### src/rtl/mc_pkg.sv
// Shared types and encodings for the multicycle RV32I control FSM.
// Imported by mc_controller and aludec.
package mc_pkg;

    localparam int MC_STATE_W = 4;

    typedef enum logic [MC_STATE_W-1:0] {
        S_FETCH    = 4'd0,
        S_DECODE   = 4'd1,
        S_MEMADR   = 4'd2,
        S_MEMREAD  = 4'd3,
        S_MEMWB    = 4'd4,
        S_MEMWRITE = 4'd5,
        S_EXECUTER = 4'd6,
        S_EXECUTEI = 4'd7,
        S_ALUWB    = 4'd8,
        S_BRANCH   = 4'd9,
        S_JAL      = 4'd10,
        S_TRAP     = 4'd11
    } state_t;

    localparam logic [6:0] OP_LOAD   = 7'b0000011;
    localparam logic [6:0] OP_STORE  = 7'b0100011;
    localparam logic [6:0] OP_RTYPE  = 7'b0110011;
    localparam logic [6:0] OP_ITYPE  = 7'b0010011;
    localparam logic [6:0] OP_BRANCH = 7'b1100011;
    localparam logic [6:0] OP_JAL    = 7'b1101111;

    localparam logic [1:0] ALUOP_ADD   = 2'b00;
    localparam logic [1:0] ALUOP_SUB   = 2'b01;
    localparam logic [1:0] ALUOP_FUNCT = 2'b10;

    localparam logic [1:0] IMM_I = 2'b00;
    localparam logic [1:0] IMM_S = 2'b01;
    localparam logic [1:0] IMM_B = 2'b10;
    localparam logic [1:0] IMM_J = 2'b11;

    localparam logic [1:0] RES_ALUOUT    = 2'b00;
    localparam logic [1:0] RES_DATA      = 2'b01;
    localparam logic [1:0] RES_ALURESULT = 2'b10;

    localparam logic [1:0] SRCA_PC    = 2'b00;
    localparam logic [1:0] SRCA_OLDPC = 2'b01;
    localparam logic [1:0] SRCA_RS1   = 2'b10;

    localparam logic [1:0] SRCB_RS2  = 2'b00;
    localparam logic [1:0] SRCB_IMM  = 2'b01;
    localparam logic [1:0] SRCB_FOUR = 2'b10;

    localparam logic [3:0] ALU_ADD  = 4'd0;
    localparam logic [3:0] ALU_SUB  = 4'd1;
    localparam logic [3:0] ALU_AND  = 4'd2;
    localparam logic [3:0] ALU_OR   = 4'd3;
    localparam logic [3:0] ALU_XOR  = 4'd4;
    localparam logic [3:0] ALU_SLT  = 4'd5;
    localparam logic [3:0] ALU_SLTU = 4'd6;
    localparam logic [3:0] ALU_SLL  = 4'd7;
    localparam logic [3:0] ALU_SRL  = 4'd8;
    localparam logic [3:0] ALU_SRA  = 4'd9;

    // ImmSrc depends only on the opcode, so it is shared as a helper.
    function automatic logic [1:0] imm_src_of(input logic [6:0] op);
        case (op)
            OP_STORE:  return IMM_S;
            OP_BRANCH: return IMM_B;
            OP_JAL:    return IMM_J;
            default:   return IMM_I;
        endcase
    endfunction

endpackage

### src/rtl/mc_aludec.sv
// ALU decoder: turns the FSM's ALUOp plus funct fields into a 4-bit ALU operation.
// Module name kept as aludec so it drops into the existing datapath unchanged.
module aludec
    import mc_pkg::*;
(
    input  logic       op5,
    input  logic [2:0] funct3,
    input  logic       funct7b5,
    input  logic [1:0] alu_op,
    output logic [3:0] alu_control
);

    logic rtype_sub;

    // Only R-type (op5=1) uses funct7b5 to select sub; addi must stay add.
    assign rtype_sub = funct7b5 & op5;

    always_comb begin
        alu_control = ALU_ADD;
        case (alu_op)
            ALUOP_ADD: alu_control = ALU_ADD;
            ALUOP_SUB: alu_control = ALU_SUB;
            default: begin
                case (funct3)
                    3'b000:  alu_control = rtype_sub ? ALU_SUB : ALU_ADD;
                    3'b001:  alu_control = ALU_SLL;
                    3'b010:  alu_control = ALU_SLT;
                    3'b011:  alu_control = ALU_SLTU;
                    3'b100:  alu_control = ALU_XOR;
                    3'b101:  alu_control = funct7b5 ? ALU_SRA : ALU_SRL;
                    3'b110:  alu_control = ALU_OR;
                    default: alu_control = ALU_AND;
                endcase
            end
        endcase
    end

endmodule

### src/rtl/mc_controller.sv
// Multicycle RV32I control FSM driving the shared-ALU / unified-memory datapath.
// Optional MC_MEM_WAIT_EN: FETCH, MEMREAD and MEMWRITE stall until MemReady=1.
module mc_controller
    import mc_pkg::*;
#(
    parameter int STATE_W = 4
) (
    input  logic               clk,
    input  logic               rst_n,
    input  logic [6:0]         op,
    input  logic [2:0]         funct3,
    input  logic               funct7b5,
    input  logic               Zero,
    input  logic               MemReady,
    output logic               PCWrite,
    output logic               AdrSrc,
    output logic               MemWrite,
    output logic               IRWrite,
    output logic [1:0]         ResultSrc,
    output logic [1:0]         ALUSrcA,
    output logic [1:0]         ALUSrcB,
    output logic               RegWrite,
    output logic [1:0]         ImmSrc,
    output logic [3:0]         ALUControl,
    output logic               Illegal,
    output logic [STATE_W-1:0] State
);

    state_t state_q, state_d;
    logic   illegal_q, illegal_d;
    logic   mem_go;

    logic       pc_write;
    logic       mem_write;
    logic       ir_write;
    logic       reg_write;
    logic [1:0] alu_op;

`ifdef MC_MEM_WAIT_EN
    assign mem_go = MemReady;
`else
    logic unused_mem_ready;
    assign unused_mem_ready = MemReady;
    assign mem_go           = 1'b1;
`endif

    always_ff @(posedge clk or negedge rst_n) begin
        if (!rst_n) begin
            state_q   <= S_FETCH;
            illegal_q <= 1'b0;
        end else begin
            state_q   <= state_d;
            illegal_q <= illegal_d;
        end
    end

    always_comb begin
        state_d = state_q;
        case (state_q)
            S_FETCH: state_d = mem_go ? S_DECODE : S_FETCH;
            S_DECODE: begin
                case (op)
                    OP_LOAD, OP_STORE: state_d = S_MEMADR;
                    OP_RTYPE:          state_d = S_EXECUTER;
                    OP_ITYPE:          state_d = S_EXECUTEI;
                    OP_BRANCH:         state_d = S_BRANCH;
                    OP_JAL:            state_d = S_JAL;
                    default:           state_d = S_TRAP;
                endcase
            end
            S_MEMADR:   state_d = op[5] ? S_MEMWRITE : S_MEMREAD;
            S_MEMREAD:  state_d = mem_go ? S_MEMWB : S_MEMREAD;
            S_MEMWB:    state_d = S_FETCH;
            S_MEMWRITE: state_d = mem_go ? S_FETCH : S_MEMWRITE;
            S_EXECUTER: state_d = S_ALUWB;
            S_EXECUTEI: state_d = S_ALUWB;
            S_ALUWB:    state_d = S_FETCH;
            S_BRANCH:   state_d = S_FETCH;
            S_JAL:      state_d = S_ALUWB;
            S_TRAP:     state_d = S_TRAP;
            default:    state_d = S_FETCH;
        endcase
        illegal_d = illegal_q | (state_d == S_TRAP);
    end

    always_comb begin
        pc_write  = 1'b0;
        AdrSrc    = 1'b0;
        mem_write = 1'b0;
        ir_write  = 1'b0;
        reg_write = 1'b0;
        ResultSrc = RES_ALUOUT;
        ALUSrcA   = SRCA_PC;
        ALUSrcB   = SRCB_RS2;
        alu_op    = ALUOP_ADD;
        case (state_q)
            S_FETCH: begin
                ir_write  = mem_go;
                pc_write  = mem_go;
                ALUSrcB   = SRCB_FOUR;
                ResultSrc = RES_ALURESULT;
            end
            S_DECODE: begin
                ALUSrcA = SRCA_OLDPC;
                ALUSrcB = SRCB_IMM;
            end
            S_MEMADR: begin
                ALUSrcA = SRCA_RS1;
                ALUSrcB = SRCB_IMM;
            end
            S_MEMREAD: AdrSrc = 1'b1;
            S_MEMWB: begin
                ResultSrc = RES_DATA;
                reg_write = 1'b1;
            end
            S_MEMWRITE: begin
                AdrSrc    = 1'b1;
                mem_write = 1'b1;
            end
            S_EXECUTER: begin
                ALUSrcA = SRCA_RS1;
                alu_op  = ALUOP_FUNCT;
            end
            S_EXECUTEI: begin
                ALUSrcA = SRCA_RS1;
                ALUSrcB = SRCB_IMM;
                alu_op  = ALUOP_FUNCT;
            end
            S_ALUWB: reg_write = 1'b1;
            S_BRANCH: begin
                // Only beq/bne are distinguished; funct3[0] inverts the Zero test.
                ALUSrcA  = SRCA_RS1;
                alu_op   = ALUOP_SUB;
                pc_write = Zero ^ funct3[0];
            end
            S_JAL: begin
                ALUSrcA  = SRCA_OLDPC;
                ALUSrcB  = SRCB_FOUR;
                pc_write = 1'b1;
            end
            default: ;
        endcase
    end

    // Enables are masked by rst_n so a reset mid-instruction never leaks a write.
    assign PCWrite  = pc_write  & rst_n;
    assign IRWrite  = ir_write  & rst_n;
    assign MemWrite = mem_write & rst_n;
    assign RegWrite = reg_write & rst_n;

    assign ImmSrc  = imm_src_of(op);
    assign Illegal = illegal_q;
    assign State   = STATE_W'(state_q);

    aludec u_aludec (
        .op5         (op[5]),
        .funct3      (funct3),
        .funct7b5    (funct7b5),
        .alu_op      (alu_op),
        .alu_control (ALUControl)
    );

endmodule

### config.mk
export PLATFORM = sky130hd
export DESIGN_NAME = mc_controller
export DESIGN_NICKNAME = d
export VERILOG_FILES = /design/src/rtl/mc_pkg.sv /design/src/rtl/mc_aludec.sv /design/src/rtl/mc_controller.sv
export SDC_FILE = /design/constraint.sdc
export NUM_CORES = 1
export LEC_CHECK = 0
export BUFFER_PORTS_ARGS = -buffer_cell sky130_fd_sc_hd__buf_2
export CAP_MARGIN = 15
export CORE_UTILIZATION = 40
export DETAILED_ROUTE_END_ITERATION = 10
export GPL_TIMING_DRIVEN = 0
export PLACE_DENSITY_LB_ADDON = 0.2
export REMOVE_ABC_BUFFERS = 1
export SYNTH_ARGS = -nofsm -noshare
export SYNTH_HDL_FRONTEND = slang
export SYNTH_SLANG_ARGS = --single-unit
### constraint.sdc
create_clock -name clk -period 4.9 [get_ports clk]
set_clock_uncertainty 0.2 [all_clocks]
set_input_delay 0.245 -clock clk [delete_from_list [all_inputs] [get_ports clk]]
set_output_delay 0.245 -clock clk [all_outputs]
set_load 0.01 [all_outputs]
* Yosys cells after proc, flatten, opt, wreduce, memory -nomap -nowiden
Index checks and enable logic that the tools add are counted.
** Operators by class
- Add/sub/neg operators :: 0
- Multiply operators :: 0
- Divide/modulo/power cells :: 0
- $lt $le $gt $ge :: 0
- Equality and inequality tests :: 25
- Shift operators :: 0
- Multiplexer cells :: 17
- Bitwise logic cells :: 7
- Reduce and logical (&&, ||, !) cells :: 12
** Operators with widths (count)
- 4-bit case mux with 7 select lines :: 1
- 4-bit case mux with 6 select lines :: 1
- 4-bit equality test, second input constant :: 5
- 4-bit case mux with 5 select lines :: 1
- 4-bit by 3-bit equality test with 1-bit output, second input constant :: 4
- 2-bit case mux with 2 select lines :: 4
- 7-bit by 6-bit equality test with 1-bit output, second input constant :: 2
- 7-bit equality test, second input constant :: 2
- 2-bit OR reduction :: 6
- 3-bit equality test, second input constant :: 3
- 4-bit by 2-bit equality test with 1-bit output, second input constant :: 2
- 4-bit case mux with 2 select lines :: 1
- 7-bit by 2-bit equality test with 1-bit output, second input constant :: 1
- 7-bit by 5-bit equality test with 1-bit output, second input constant :: 1
- 3-bit by 2-bit equality test with 1-bit output, second input constant :: 2
- 1-bit 2-to-1 mux :: 6
- 2-bit case mux with 3 select lines :: 1
- 3-bit OR reduction :: 2
- 1-bit bitwise AND :: 5
- 4-bit by 1-bit equality test with 1-bit output, second input constant :: 1
- 4-bit logical NOT :: 1
- 4-bit OR reduction :: 1
- 3-bit by 1-bit equality test with 1-bit output, second input constant :: 1
- 3-bit logical NOT :: 1
- other kinds (6) :: 6
** Storage, ports and cells
- Bits in registers :: 5
- Bits in latches :: 0
- Memory bits (writable) :: 0
- ROM bits :: 0
- Word-level logic and storage cells :: 63
- Memories :: 0

* Longest topological paths before layout
- Depth after elaboration :: 6
- Depth in mapped cells :: 6
- Mapped depth without buffers :: 5

* Cells and area by module
A second synthesis with hierarchy kept.
** Unflattened totals
- Cells, all modules :: 88
- Area total of the unflattened synthesis :: 640.6 sq um
** Modules (own cells, without submodules)
- mc_controller :: instances 1, cells each 75, area each 558.0 sq um, seq. area each 125.1 sq um
- aludec :: instances 1, cells each 13, area each 82.6 sq um, seq. area each 0.0 sq um

* Worst setup path before layout
No wires, ideal clock.
- Path kind :: register to output
- Start point :: reg state_q[2] (netlist: State[2])
- End point :: out ALUControl[3]
- Arrival time :: 1357 ps
- Data required time :: 4455 ps
- Path slack :: 3098 ps
- Stages on the path, launching flop included :: 5
- Cells stage by stage :: dfrtp_1 > clkbuf_1 > nor2b_1 > nand2_1 > nor3_1
** Between the ends
- Word-level cells in the longest chain between the ends :: 5
- Elaborated cells on any way between the ends :: 8
** RTL lines
- from (decl) :: RTL line mc_controller.sv:29 : state_t state_q, state_d;
- from (signal assigned) :: RTL line mc_controller.sv:52 : state_q <= state_d;
- 4-bit by 3-bit equality test with 1-bit output :: RTL line mc_controller.sv:96 : case (state_q)
- 2-bit OR reduction (no line)
- 2-bit case mux with 2 select lines (*) :: RTL line mc_controller.sv:96
- 2-bit by 1-bit equality test with 1-bit output or 2-bit logical NOT (tied branches) :: RTL line mc_aludec.sv:20 : case (alu_op)
- 4-bit case mux with 2 select lines (*) :: RTL line mc_aludec.sv:20
- to (decl) :: RTL line mc_controller.sv:24 : output logic [3:0] ALUControl,
Mark *: on every way between the ends. The rest lies on a longest branch, timed or not.

* Final worst setup path
- Start point :: reg state_q[0] (netlist: State[0])
- End point :: out PCWrite
** Between the ends
- Word-level cells in the longest chain between the ends :: 4
- Elaborated cells on any way between the ends :: 6
** RTL lines
- 4-bit equality test or 4-bit logical NOT (tied branches) :: RTL line mc_controller.sv:96
- 2-bit OR reduction (no line)
- 1-bit case mux with 2 select lines (*) :: RTL line mc_controller.sv:96
- 1-bit bitwise AND (*) :: RTL line mc_controller.sv:146 : assign PCWrite = pc_write & rst_n;
- to (decl) :: RTL line mc_controller.sv:15 : output logic PCWrite,
Marked as above.

==> impl_metrics.yaml <==
run_status:
  status: "completed"
setup_path:
  required_ns: 4.45
  critical_path.max_stage_delay_ns: 0.63
  r2r-end: "Illegal"
  path_buf_inv: 1
  start_kind: "flip-flop"
  reg2reg_slack_ns: 3.10
  r2r-start: "State[0]"
  path_cells: "nor2b_1 > nand2_1 > o22ai_1 > and3b_1 > buf_2"
  reg2regPathDepth: 5
  path_delay_family: "flip-flops"
  crit_fanout: 18
  endpoint_kind: "output pin"
  arrival_ns: 1.69
  crit_type: "flip-flop to output pin"
  crit_slowest_cell: "dfrtp_1"
route:
  drt-wirelength-per-cell_um: 10.8
  via_count: 711
  ant_nets: 0
  drc: 0
  dr.pass1.iters: 4
  drt_iter0_drc: 12
  vias_per_cell: 5.27
  wirelength_um: 1460
final_layout:
  nets: 136
  layout_common_cells: "35 x buf_2, 12 x nor2_1, 10 x nand2_1, 6 x a21oi_1, 5 x dfrtp_1"
  syn2layout_area_growth_pct: 35.2
  drive_gt1_share_pct: 36.7
  n_antenna_cell: 0
  final_common_cell: "buf_2"
grt:
  track_usage_pct: 19.5
  grt_first_pass_wirelength_um: 2170
  grt_max_degree: 19
  overflow: 0
  antenna_found_initial: 0
  grt_pass1_vias: 573
floorplanning:
  io_pins: 37
  rows: 13
  coreArea_mm2: 0.00133
  dieArea_mm2: 0.00164
  chipHeight_um: 40.5
  initial_core_util_pct: 44.6
  die_w_um: 40.5
clock_tree:
  ctsResizeCount: 0
  clk_latency_ns: 0.24
  clockBufferDepth: 2
  root_buffer: "clkbuf_4"
  cts_sinks: 5
  h-tree-depth: 1
  cts_tree: "built"
  cts_made_buffers: 3
  clk_pin_slew_ns: 0.04
synthesis:
  seq_area_frac_synth_pct: 21.1
  synthCells: 85
  ys_ff_latch: 5
  netlist_area_um2: 594
  synth_warnings: 0
  synth_area_per_cell_um2: 6.99
  yosys.cell_types.count: 36
min_path:
  holdPathStages: 3
  hold_path.class: "input port to flip-flop"
  min_from: "op[5]"
  holdPathEnd: "State[2]"
place:
  portBuffers: 35
  place_hpwl_um: 1120
  globalplace.congestion: 0.790
sta:
  slew_headroom_pct: 66.1
  finalHoldViolations: 0
  worst_pin_slew_ns: 0.509
  fin_setup_tns_ns: 0
  fin_crit_sh_pct: 43.5
  rsz0062_at_grt: "no"
  fin_crit_ns: 2.13
  setup_violations: 0
  slew_viol_final: 0
  worst_hold_slack_ns: 0.111
  fmax_mhz: 469
pwr:
  ir_drop_v: 0.000188
  powerDensity_mw_per_mm2: 545
  p_leak_uw: 0.000428
job:
  maxCapViolations: 0
==> Yosys cell counts (all sizes together) <==
cell	n	share of area, %
o22ai	2	2.1
nand4	1	1.1
nor4	1	1.1
nand2b	3	3.2
nor2b	3	3.2
o21ai	3	2.5
and3	2	2.1
a211oi	1	1.3
a21boi	1	1.3
nand3b	1	1.3
mux2i	1	1.7
and2b	2	2.7
nor2	12	7.6
and3b	1	1.5
buf	2	1.7
a31o	1	1.5
and2	3	3.4
a21o	1	1.3
inv	2	1.3
o22a	1	1.5
nor3b	1	1.3
nand2	10	6.3
a31oi	1	1.1
dfrtp	5	21
xor2	2	2.9
clkbuf	3	1.9
a221o	1	1.7
xnor2	3	4.4
o21ba	1	1.7
a21oi	6	5.1
or2	3	3.6
nor3	5	6.1
==> report_power, final <==
| group | internal, uW | switching (uW) | total [uW] |
|---|---|---|---|
| clock | 30.7 | 15.4 | 46.1 |
| combinational | 132 | 138 | 270 |
| sequential | 57.0 | 64.5 | 122 |
| total | 220 | 218 | 438 |
==> sequential cells by signal, indices dropped and copies added, names as in the netlist <==
register / flops
Illegal: 1
State: 4
==> tightest hold or removal path, cell delays in order <==
cell	delay, ns
buf_2	0.12
nand2_1	0.06
a21boi_0	0.07
==> kinds of logic after synthesis <==
family	synth area share, %
and+or+nand+nor	44.2
AOI/OAI and AO/OA	20.8
xor gates and xnor gates	7.37
buffers and inverters	4.84
muxes	1.68
DFF	21.1
==> per-layer routing <==
metal / vias up / GRT usage (%) / wire length [um]
li1: 368 / - / -
met1: 320 / 23.3 / 703
met2: 23 / 35.3 / 693
met3: 0 / 1.67 / 62
met4: 0 / 7.50 / 0
met5: - / 0 / 0
==> what timing repair did <==
action / 4_1_cts / 5_1_grt
setup buffers: 0 / 0
hold buffers: 1 / 0
hold endpoints to repair: 5 / 0
==> area by class of cell <==
type                    instances  area (um^2)
flip-flops and latches          5          125
fillers                       142          531
multi-input cells              73          440
repair buffers                 36          185
well taps                      15         18.8
inverters                       2         7.51
clock buffers                   4         26.3
==> how the worst max path moves through the flow <==
stage	start	endpoint	slack (ns)	depth (start not counted)
finish	State[0]	PCWrite	2.77	5
floorplan	State[0]	IRWrite	3.13	2
global route	State[0]	PCWrite	2.59	5
CTS	State[0]	PCWrite	2.76	5
detailed placement	State[0]	PCWrite	3.02	5
global placement	State[0]	PCWrite	3.05	5
==> per-stage QoR <==
| step | util, % | cells | area (um^2) | setup slack, ns | total power, uW |
|---|---|---|---|---|---|
| floorplan | - | 80 | 573 | 3.13 | 289 |
| global placement | 57.5 | 130 | 767 | 3.05 | 386 |
| detailed placement | 57.5 | 130 | 767 | 3.02 | 391 |
| CTS | 60.2 | 135 | 803 | 2.76 | 439 |
| global route | 60.2 | 135 | 803 | 2.59 | 489 |
| finish | 60.2 | 135 | 803 | 2.77 | 438 |
Note: power is estimated with default switching activity, not from simulation.
